### config.mk
export PLATFORM = sky130hd
export DESIGN_NAME = bit_logic_unit
export DESIGN_NICKNAME = d
export VERILOG_FILES = /design/src/rtl/bit_logic_unit.sv
export SDC_FILE = /design/constraint.sdc
export NUM_CORES = 1
export LEC_CHECK = 0
export CAP_MARGIN = 20
export CORE_UTILIZATION = 40
export CTS_CLUSTER_DIAMETER = 40
export DETAILED_ROUTE_END_ITERATION = 6
export PLACE_DENSITY = 0.65
export SYNTH_ARGS = -nofsm -noshare
export SYNTH_HDL_FRONTEND = slang
export SYNTH_SLANG_ARGS = --single-unit
### constraint.sdc
create_clock -name clock -period 5.1 [get_ports clock]
set_clock_uncertainty 0.1 [all_clocks]
set_input_delay 1.02 -clock clock [delete_from_list [all_inputs] [get_ports clock]]
set_output_delay 1.02 -clock clock [all_outputs]
set_load 0.05 [all_outputs]
### src/rtl/bit_logic_unit.sv
// bit_logic_unit: registered bitwise ops plus bit-serial shifts/rotates with a start/done handshake.
// Optional macro LOGIC_TRISTATE_EN: out is high-impedance while out_en is low.
module bit_logic_unit #(
  parameter int WIDTH = 32
) (
  input  logic             clock,
  input  logic             clear,
  input  logic             start,
  input  logic [2:0]       op,
  input  logic [WIDTH-1:0] in1,
  input  logic [WIDTH-1:0] in2,
  input  logic             out_en,
  output logic             busy,
  output logic             done,
  output logic [WIDTH+3:0] out
);
  localparam int CW = $clog2(WIDTH);
  typedef enum logic [1:0] {IDLE, SHIFT, DONE} state_t;
  state_t state, state_nx;
  logic [2:0] op_q, op_nx;
  logic [WIDTH-1:0] work, work_nx, logic_res, step_res;
  logic [CW-1:0] cnt, cnt_nx, n;
  logic [WIDTH+3:0] out_q, out_nx;
  logic step_c;
  function automatic logic [WIDTH+3:0] pack(input logic [WIDTH-1:0] r, input logic c);
    return {r[WIDTH-1], r == '0, c, 1'b0, r};
  endfunction
  assign busy = state != IDLE;
  assign done = state == DONE;
  assign n = in2[CW-1:0];
  assign logic_res = op[1] ? (op[0] ? ~in1 : in1 ^ in2) : (op[0] ? in1 | in2 : in1 & in2);
  // op bit 0 selects right vs left, bit 1 feeds the outgoing bit back in for rotates
  assign step_res = op_q[0] ? {op_q[1] & work[0], work[WIDTH-1:1]}
                            : {work[WIDTH-2:0], op_q[1] & work[WIDTH-1]};
  assign step_c = op_q[0] ? work[0] : work[WIDTH-1];
  always_comb begin
    state_nx = state;
    op_nx = op_q;
    work_nx = work;
    cnt_nx = cnt;
    out_nx = out_q;
    case (state)
      IDLE: if (start) begin
        op_nx = op;
        work_nx = in1;
        cnt_nx = n;
        state_nx = (op[2] && n != '0) ? SHIFT : DONE;
        out_nx = !op[2] ? pack(logic_res, 1'b0) : (n == '0 ? pack(in1, 1'b0) : out_q);
      end
      SHIFT: begin
        work_nx = step_res;
        cnt_nx = cnt - 1'b1;
        if (cnt == CW'(1)) begin
          out_nx = pack(step_res, step_c);
          state_nx = DONE;
        end
      end
      default: state_nx = IDLE;
    endcase
  end
  always_ff @(posedge clock or negedge clear) begin
    if (!clear) begin
      state <= IDLE;
      op_q <= '0;
      work <= '0;
      cnt <= '0;
      out_q <= '0;
    end else begin
      state <= state_nx;
      op_q <= op_nx;
      work <= work_nx;
      cnt <= cnt_nx;
      out_q <= out_nx;
    end
  end
`ifdef LOGIC_TRISTATE_EN
  assign out = out_en ? out_q : {(WIDTH+4){1'bz}};
`else
  logic unused_out_en;
  assign unused_out_en = out_en;
  assign out = out_q;
`endif
endmodule

==> results of run 1 <==
-- area by class of cell --
type,count,area [µm²],area share
Tap cell,216,270.3,0.03363
Clock inverter,4,25.02,0.003114
Inverter,156,585.6,0.07286
Timing Repair Buffer,120,1186,0.1476
Clock buffer,12,256.5,0.03192
Multi-Input combinational cell,510,3835,0.4772
Sequential cell,75,1878,0.2337
-- report_power, final --
group	switching [W]	internal, W	total, W
Sequential	0.000350	0.000873	0.00122
Combinational	0.00143	0.000832	0.00226
Clock	0.000256	0.000354	0.000610
-- cell usage in the layout (no fill, tap or decap), types with 2 or more instances in the layout --
cell type        synthesis  routed
o21ai_2                 18      19
nor4_1                  14      14
mux2_1                   2       2
a21oi_1                 64      64
nand2_1                 79      79
nand4_1                 10      10
clkdlybuf4s50_1          0     103
ha_1                    66      66
buf_2                    8       2
nor2b_1                  3       2
dfrtp_1                 75      74
mux2i_1                 32      32
inv_1                  153     153
clkbuf_8                 0       2
nor2_1                  57      57
clkinvlp_4               0       2
inv_2                    3       3
o21ai_1                 20      19
nor3_1                   6       6
buf_4                    4      13
a22oi_1                 27      27
o22a_1                   2       2
nand3_1                  8       8
o211ai_1                 2       2
clkinv_2                 0       2
o22ai_1                  8       8
a31oi_1                  3       3
nand2b_1                 2       2
o21ai_0                 44      44
mux4_2                  31      31
clkbuf_16                0       9
-- registers in the layout, indices dropped and copies added, names as in the netlist --
name / flops
out: 34
work: 32
cnt: 5
op_q: 2
state: 2
-- worst min-delay path, delay by kind of cell, from the launching register on --
kind,cells,cell delay (ns)
flip-flops,1,0.34
AND/OR/NAND/NOR,1,0.06
AO/OA/AOI/OAI,1,0.05
-- through the flow --
step                        util  worst slack (ns)
after floorplan                -             2.401
after global placement    0.4847             1.403
after detailed placement  0.4847             1.364
after CTS                 0.5024             1.663
after global routing      0.5041             1.598
final                     0.5041             1.641
-- logic make-up after synthesis --
logic type	after synthesis	synth area share
other	1	0.0005716
muxes	65	0.1587
adders and majority gates	66	0.1259
buffers and inverters	207	0.1303
and+or+nand+nor	183	0.1205
DFF	75	0.2861
AOI/OAI and AO/OA	195	0.1780
-- final timing paths --
kind / end / slack, ns / depth (start not counted)
setup / recovery: busy / 1.64 / 3
max in group asynchronous: op_q[0] / 3.88 / 2
min in group asynchronous: out[14] / 0.42 / 1
hold / removal: out[29] / 0.38 / 2
setup reg to reg: out[33] / 2.14 / 7
hold reg to reg: out[29] / 0.38 / 2
-- metal layers --
| metal | routed length [µm] | GRT usage |
|---|---|---|
| met5 | 0 | 0 |
| met4 | 361 | 0.06840 |
| met3 | 1351 | 0.04264 |
| met2 | 8824 | 0.3611 |
| met1 | 8400 | 0.3358 |
==> metrics, run 1 <==
gpl congestion=roughly 0.84; status=completed; synth cell count leaders=inv_1, nand2_1, dfrtp_1; Tot GR Track Use=0.2348; family with the most delay on the worst path=buffers and inverters; Cell Area, Placed=0.007727 mm²; Post-Syn Area=approximately 0.0066 mm²; Achievable Freq=0.2891 GHz; WL/cell=roughly 17 µm; Setup Viol. Count Final=0; largest net degree at the start of global routing=76; TritonCTS clock tree=done; Post-CTS Setup Bufs=0; die height=130.1 µm; Worst setup EP type=primary output; Post-CTS Hold Buffers=0; Synth Net Count=approximately 930; min cycle time layout=3.459 ns; critical path startpoint category=register; Initial DRC Count=511; Die ar.=0.01692 mm²; clk_lat worst skew=approximately 0.35 ns; Tcrit/Tclk final=0.6782; hold path start=out[29]; drt first pass iters=5; Lkg Pwr=3.880 nW; Root Driver=clkbuf_16; Buf/Inv on CP=2; Max VDD drop=0.2492 mV; CORE AREA=roughly 0.016 mm²; worst-path fanout max=18; Post-Syn Instances=just under 800; FILL cells=1533; crit path kind=register to primary output; IO Port Bufs=106; die width=130.1 µm; Final Instance Area=roughly 0.0080 mm²; clock sink count=75; Post-synth ARST share=1.000; initial antenna violation count=0; Bufs on Longest Clock Path=2; Cell Rows=46; post-route ant nets=0; EDFF count, synth=0; unrepaired setup endpoints after global routing=false; P&R area growth vs syn=22.51%; Slowest-stage cell, CP=dfrtp_1; synth top area cells=dfrtp_1, ha_1, mux4_2; Cells after DPL=1076; top-count cell post-synth=inv_1; H-tree Lvls=3; setup TNS=0 ns; Mapped Avg Cell Area=8.283 µm²; max-slew violation count=0; DRC viols=0; n_diodes=0; fraction of layout cells with a size suffix above 1=0.1015; Final Power=0.004096 W; final WL=18.94 mm; Cell Chain, Critical Path=inv_2 -> nand2_1 -> clkdlybuf4s50_1; Synth warnings=0; Synth cell types=41; Crit path largest cell delay=0.80 ns; PwrDens=509.7 mW/mm²; CTS buffer count=9; CTS clk-pin slew, worst paths=around 0.06 ns; first-pass GRT wire length=a little under 30 mm; # resized after CTS=0; Seq/Total Area, Yosys=0.2861; Final HPWL DP=14.04 mm; Avg Vias per Cell=5.425; nets=1009; Final Hold Fails=0; gr ovfl total=0; IO Pins=109; worst path arrival time=2.34 ns; top-area cell type share of the netlist area=0.2861; #FFs+latches synth=between 70 and 80; r2r startpoint=state[0]; Worst-Margin Slew=1.081 ns; worst hold slack=0.3755 ns; CP Data Required Time=~4 ns; crit path from=state[0]; Main synth FF type=dfrtp_1; Hold Path Class=register to register; via count of the first global-routing pass=5428; Initial Util=0.4115; largest area contributor in the netlist=dfrtp_1; Relative slew margins=0.2791; Max-Cap Viols=0; Finished Layout Cells=1093; routed vias=5929
No activity file was read; power rests on OpenSTA's default activity.
==> inputs of run 2 (changes only) <==
PLACE_DENSITY = 0.67   (was 0.65)
clock period = 3.1 ns   (was 5.1 ns; I/O delays follow)
==> run 2 against run 1 <==
- the flow now finishes with violations (design-rule violations)
- highest routed layer unchanged
- global-route usage increased by 0.45 points
- critical path type is now input pin to register
- sequential power increased by 61%
- clock power increased by 89%
==> metrics, run 2 (synthesis gave the netlist of run 1 again) <==
status=finished with violations; failing checks=design-rule violations; post-route ant nets=0; Max VDD drop=roughly 0.44 mV; r2r worst-path depth=7; CP Data Required Time=3.26 ns; via count of the first global-routing pass=~5700; Hold Path Class=input pin to async pin; Avg Vias per Cell=5.366; Initial Util=0.4115; clock share of power=0.166; Max-Cap Viols=0; clock sink count=75; sw frac=0.4845; Final HPWL DP=roughly 14 mm; fraction of layout cells with a size suffix above 1=0.1207; first-pass GRT wire length=slightly above 30 mm; gpl congestion=0.8518; Worst-Margin Slew=0.7389 ns; IO Pins=approximately 110; Final Hold Fails=0; Slowest-stage cell, CP=or4_1; Worst setup EP type=register; P&R area growth vs syn=25.73%; worst hold slack=about 0.24 ns; clk_lat worst skew=0.34 ns; # resized after CTS=0; die width=between 100 and 150 µm; Tcrit/Tclk final=0.8358; CTS clk-pin slew, worst paths=0.06 ns; FILL cells=~1500; Post-CTS Hold Buffers=0; Cell Chain, Critical Path=clkdlybuf4s50_1 -> or4_1 -> o21ai_1 -> a22oi_1 -> or2_2 -> buf_12 -> o31ai_2; WL/cell=~17 µm; IO Port Bufs=106; setup TNS=0 ns; Cell Rows=46; CORE AREA=0.01594 mm²; largest net degree at the start of global routing=65; min cycle time layout=2.591 ns; Bufs on Longest Clock Path=2; PwrDens=843.3 mW/mm²; Root Driver=clkbuf_16; initial antenna violation count=0; CTS buffer count=9; max reg flops=34; critical path startpoint category=input pin; worst path arrival time=about 2.8 ns; max-slew violation count=0; Die ar.=0.01692 mm²; Relative slew margins=0.5074; die height=130.1 µm; unrepaired setup endpoints after global routing=false; final WL=19.37 mm; gr ovfl total=0; n_diodes=0; DRC viols=1; endpoint of the worst-slack reg-to-reg timing path=out[33]; Tot GR Track Use=0.2393; most common cell after layout, fill and taps aside=inv_1; r2r startpoint=cnt[1]; Initial DRC Count=561; Setup Viol. Count Final=0; Post-CTS Setup Bufs=0; worst-path fanout max=48; drt first pass iters=7; Crit path largest cell delay=~0.52 ns; Finished Layout Cells=1111; crit path kind=input pin to register; nets=1027; Psw=0.003370 W; Int Pwr=~0.0036 W; Seq pwr share=0.283; Achievable Freq=0.3860 GHz; routed vias=between 5000 and 6000; Cells after DPL=1095; TritonCTS clock tree=done; most frequent cells in the layout=inv_1, clkdlybuf4s50_1, nand2_1; Lkg Pwr=4.005 nW; Logic pwr share=0.551; H-tree Lvls=3; Finished Core Util=0.5173; reg-to-reg slack, setup=0.83 ns
[run 2: changes by cell type in the layout (fill, tap and decap cells not counted), moves of 2 or more]
cell,delta
clkinvlp_4,-2
clkdlybuf4s50_1,-2
buf_12,+5
buf_4,+16
bufinv_16,+2
[run 2: power by group through the flow]
stage / registers (W) / logic (W) / clock network [W]
floorplan: 0.00244 / 0.00206 / 0
global placement: 0.00197 / 0.00376 / 0
detailed placement: 0.00198 / 0.00380 / 0
CTS: 0.00196 / 0.00382 / 0.00116
global route: 0.00204 / 0.00417 / 0.00121
finish: 0.00197 / 0.00383 / 0.00115
[run 2: cell type report]
type | instances | area [µm²] | area share
Tap cell | 216 | 270.3 | 0.03277
Sequential cell | 75 | 1878 | 0.2277
Clock buffer | 12 | 246.5 | 0.02988
Clock inverter | 4 | 73.82 | 0.008950
Multi-Input combinational cell | 510 | 3835 | 0.4650
Inverter | 156 | 585.6 | 0.07100
Timing Repair Buffer | 138 | 1359 | 0.1647
[run 2: per-layer routing]
layer / share of wire / vias up / global-route usage
met5: 0 / - / 0
met4: 0.026 / 0 / 0.08345
met3: 0.071 / 33 / 0.04264
met2: 0.46 / 213 / 0.3777
met1: 0.44 / 2834 / 0.3293
li1: - / 2882 / -
[run 2: worst max-delay path by stage]
stage / slack (ns) / from / end / depth (start not counted)
after detailed placement: 0.17 / in2[2] / out[33] / 7
after floorplan: 0.80 / state[0] / done / 4
final: 0.51 / in2[2] / out[33] / 7
after CTS: 0.51 / in2[2] / out[33] / 7
after global placement: 0.19 / in2[2] / out[33] / 7
after global routing: 0.40 / in2[2] / out[33] / 7
[run 2: worst max-delay path: cells and delay by family]
kind | cells | cell delay (ns)
buffers and inverters | 2 | 0.62
AO/OA/AOI/OAI | 3 | 0.59
AND/OR/NAND/NOR | 2 | 0.91
[run 2: per-stage QoR]
stage | cell area, µm² | setup slack [ns] | total power (W)
6_report | 8248 | 0.5090 | 0.006956
4_1_cts | 8248 | 0.5133 | 0.006945
2_1_floorplan | 6560 | 0.8007 | 0.004499
3_3_place_gp | 7928 | 0.1944 | 0.005725
3_5_place_dp | 7928 | 0.1737 | 0.005785
5_1_grt | 8248 | 0.4018 | 0.007414
==> inputs of run 3 (changes only) <==
PLACE_DENSITY = 0.65   (was 0.67)
clock period = 2.58 ns   (was 3.1 ns; I/O delays follow)
==> run 3 against run 2 <==
- sequential power rose by 18%
- setup slack got worse by 0.35 ns
- final cell count rose by 4.1%
- cell area rose by 4.7%
- combinational power rose by 25%
- the flow now finishes without violations
- via count rose by 3.8%
- die area did not move
- sequential cell count did not move
- core utilization rose by 2.5 points
- first-iteration DRC count rose by 3.4%
- critical endpoint unchanged
- highest routed layer unchanged
- clock power rose by 23%
- critical path depth did not move
==> metrics, run 3 (synthesis gave the netlist of run 1 again) <==
IO Pins=109; P&R area growth vs syn=31.70%; Max-Cap Viols=0; Hold Path Class=input pin to async pin; Root Driver=clkbuf_16; via count of the first global-routing pass=between 6000 and 7000; Tot GR Track Use=0.2518; worst-path fanout max=29; clk_lat worst skew=0.34 ns; Tcrit/Tclk final=0.9401; Setup Viol. Count Final=0; max-slew violation count=0; Final Instance Area=0.008640 mm²; status=completed; Bufs on Longest Clock Path=2; fraction of layout cells with a size suffix above 1=0.1649; Slowest-stage cell, CP=or4_1; metal1 wirelength=8.950 mm; Worst-Margin Slew=0.7652 ns; H-tree Lvls=3; routed vias=6190; Achievable Freq=0.4123 GHz; TritonCTS clock tree=done; PwrDens=987.4 mW/mm²; gpl congestion=0.8860; worst path arrival time=2.57 ns; Crit path largest cell delay=~0.53 ns; Relative slew margins=0.4899; Post-CTS Hold Buffers=0; Max VDD drop=0.4782 mV; Cell Area, Placed=0.008303 mm²; CTS clk-pin slew, worst paths=0.06 ns; Die ar.=about 0.017 mm²; met2 wire length=9.215 mm; Initial Util=0.4115; gr ovfl total=0; post-route ant nets=0; most common cell after layout, fill and taps aside=inv_1; DR top layer=met4; largest net degree at the start of global routing=between 60 and 70; initial antenna violation count=0; Final Hold Fails=0; clock sink count=between 70 and 80; first-pass GRT wire length=32.12 mm; setup TNS=0 ns; n_diodes=0; CORE AREA=0.01594 mm²; final WL=~20 mm; min cycle time layout=2.425 ns; Avg Vias per Cell=5.355; Worst setup EP type=register; WL/cell=approximately 17 µm; most frequent cells in the layout=inv_1, clkdlybuf4s50_1, nand2_1; die width=130.1 µm; drt first pass iters=6; die height=about 130 µm; CTS buffer count=9; CP Data Required Time=2.72 ns; max reg flops=34; nets=1072; critical path startpoint category=input pin; crit path kind=input pin to register; # resized after CTS=0; Post-CTS Setup Bufs=0; WL met3=~1.3 mm; Cell Chain, Critical Path=clkdlybuf4s50_1 -> or4_1 -> o21ai_2 -> a22oi_1 -> or2_2 -> buf_12 -> o31ai_2; Lkg Pwr=4.240 nW; DRC viols=0; IO Port Bufs=106; Initial DRC Count=580; Cell Rows=46; unrepaired setup endpoints after global routing=false; Final HPWL DP=15.26 mm
run 3: metal layers:
| metal | global-route usage | vias up |
|---|---|---|
| li1 | - | 2970 |
| met1 | 0.3568 | 2967 |
| met2 | 0.4027 | 223 |
| met3 | 0.02378 | 30 |
| met4 | 0.08413 | 0 |
| met5 | 0 | - |
run 3: critical path, delay by kind of cell:
family                 cells  cell delay, ns
AND/OR/NAND/NOR            2            0.90
buffers and inverters      2            0.59
AO/OA/AOI/OAI              3            0.54
run 3: path summary, 6_finish.rpt:
| path | start | to | slack (ns) | depth (start not counted) |
|---|---|---|---|---|
| setup / recovery | in2[2] | out[33] | 0.15 | 7 |
| hold / removal | clear | out[33] | 0.13 | 1 |
| setup reg to reg | cnt[1] | out[33] | 0.37 | 7 |
| hold reg to reg | out[27] | out[27] | 0.37 | 2 |
| max in group asynchronous | clear | work[16] | 1.65 | 2 |
| min in group clock | out[27] | out[27] | 0.37 | 2 |
run 3: where the power goes:
group          switching [W]  internal [W]
sequential          0.000600       0.00173
combinational        0.00299       0.00180
clock               0.000513      0.000899
run 3: area by class of cell:
cell class                 count  area (µm²)
inverter                     156       585.6
multi-input combinational    510        3839
clock buffer                  12       256.5
tap                          216       270.3
timing repair buffer         183        1738
clock inverter                 4       72.57
sequential                    75        1878
fill                        1532        7303
run 3: per-stage QoR:
step,hold slack [ns],total power (W),utilization,std cells,worst slack [ns]
detailed placement,0.3664,0.007083,0.5208,1140,-0.2228
CTS,0.1724,0.008519,0.5414,1156,0.1249
floorplan,0.1204,0.005405,-,792,0.3847
finish,0.1330,0.008530,0.5419,1156,0.1547
global route,0.2021,0.009096,0.5419,1156,0.03606
global placement,0.3656,0.007012,0.5208,1140,-0.1971
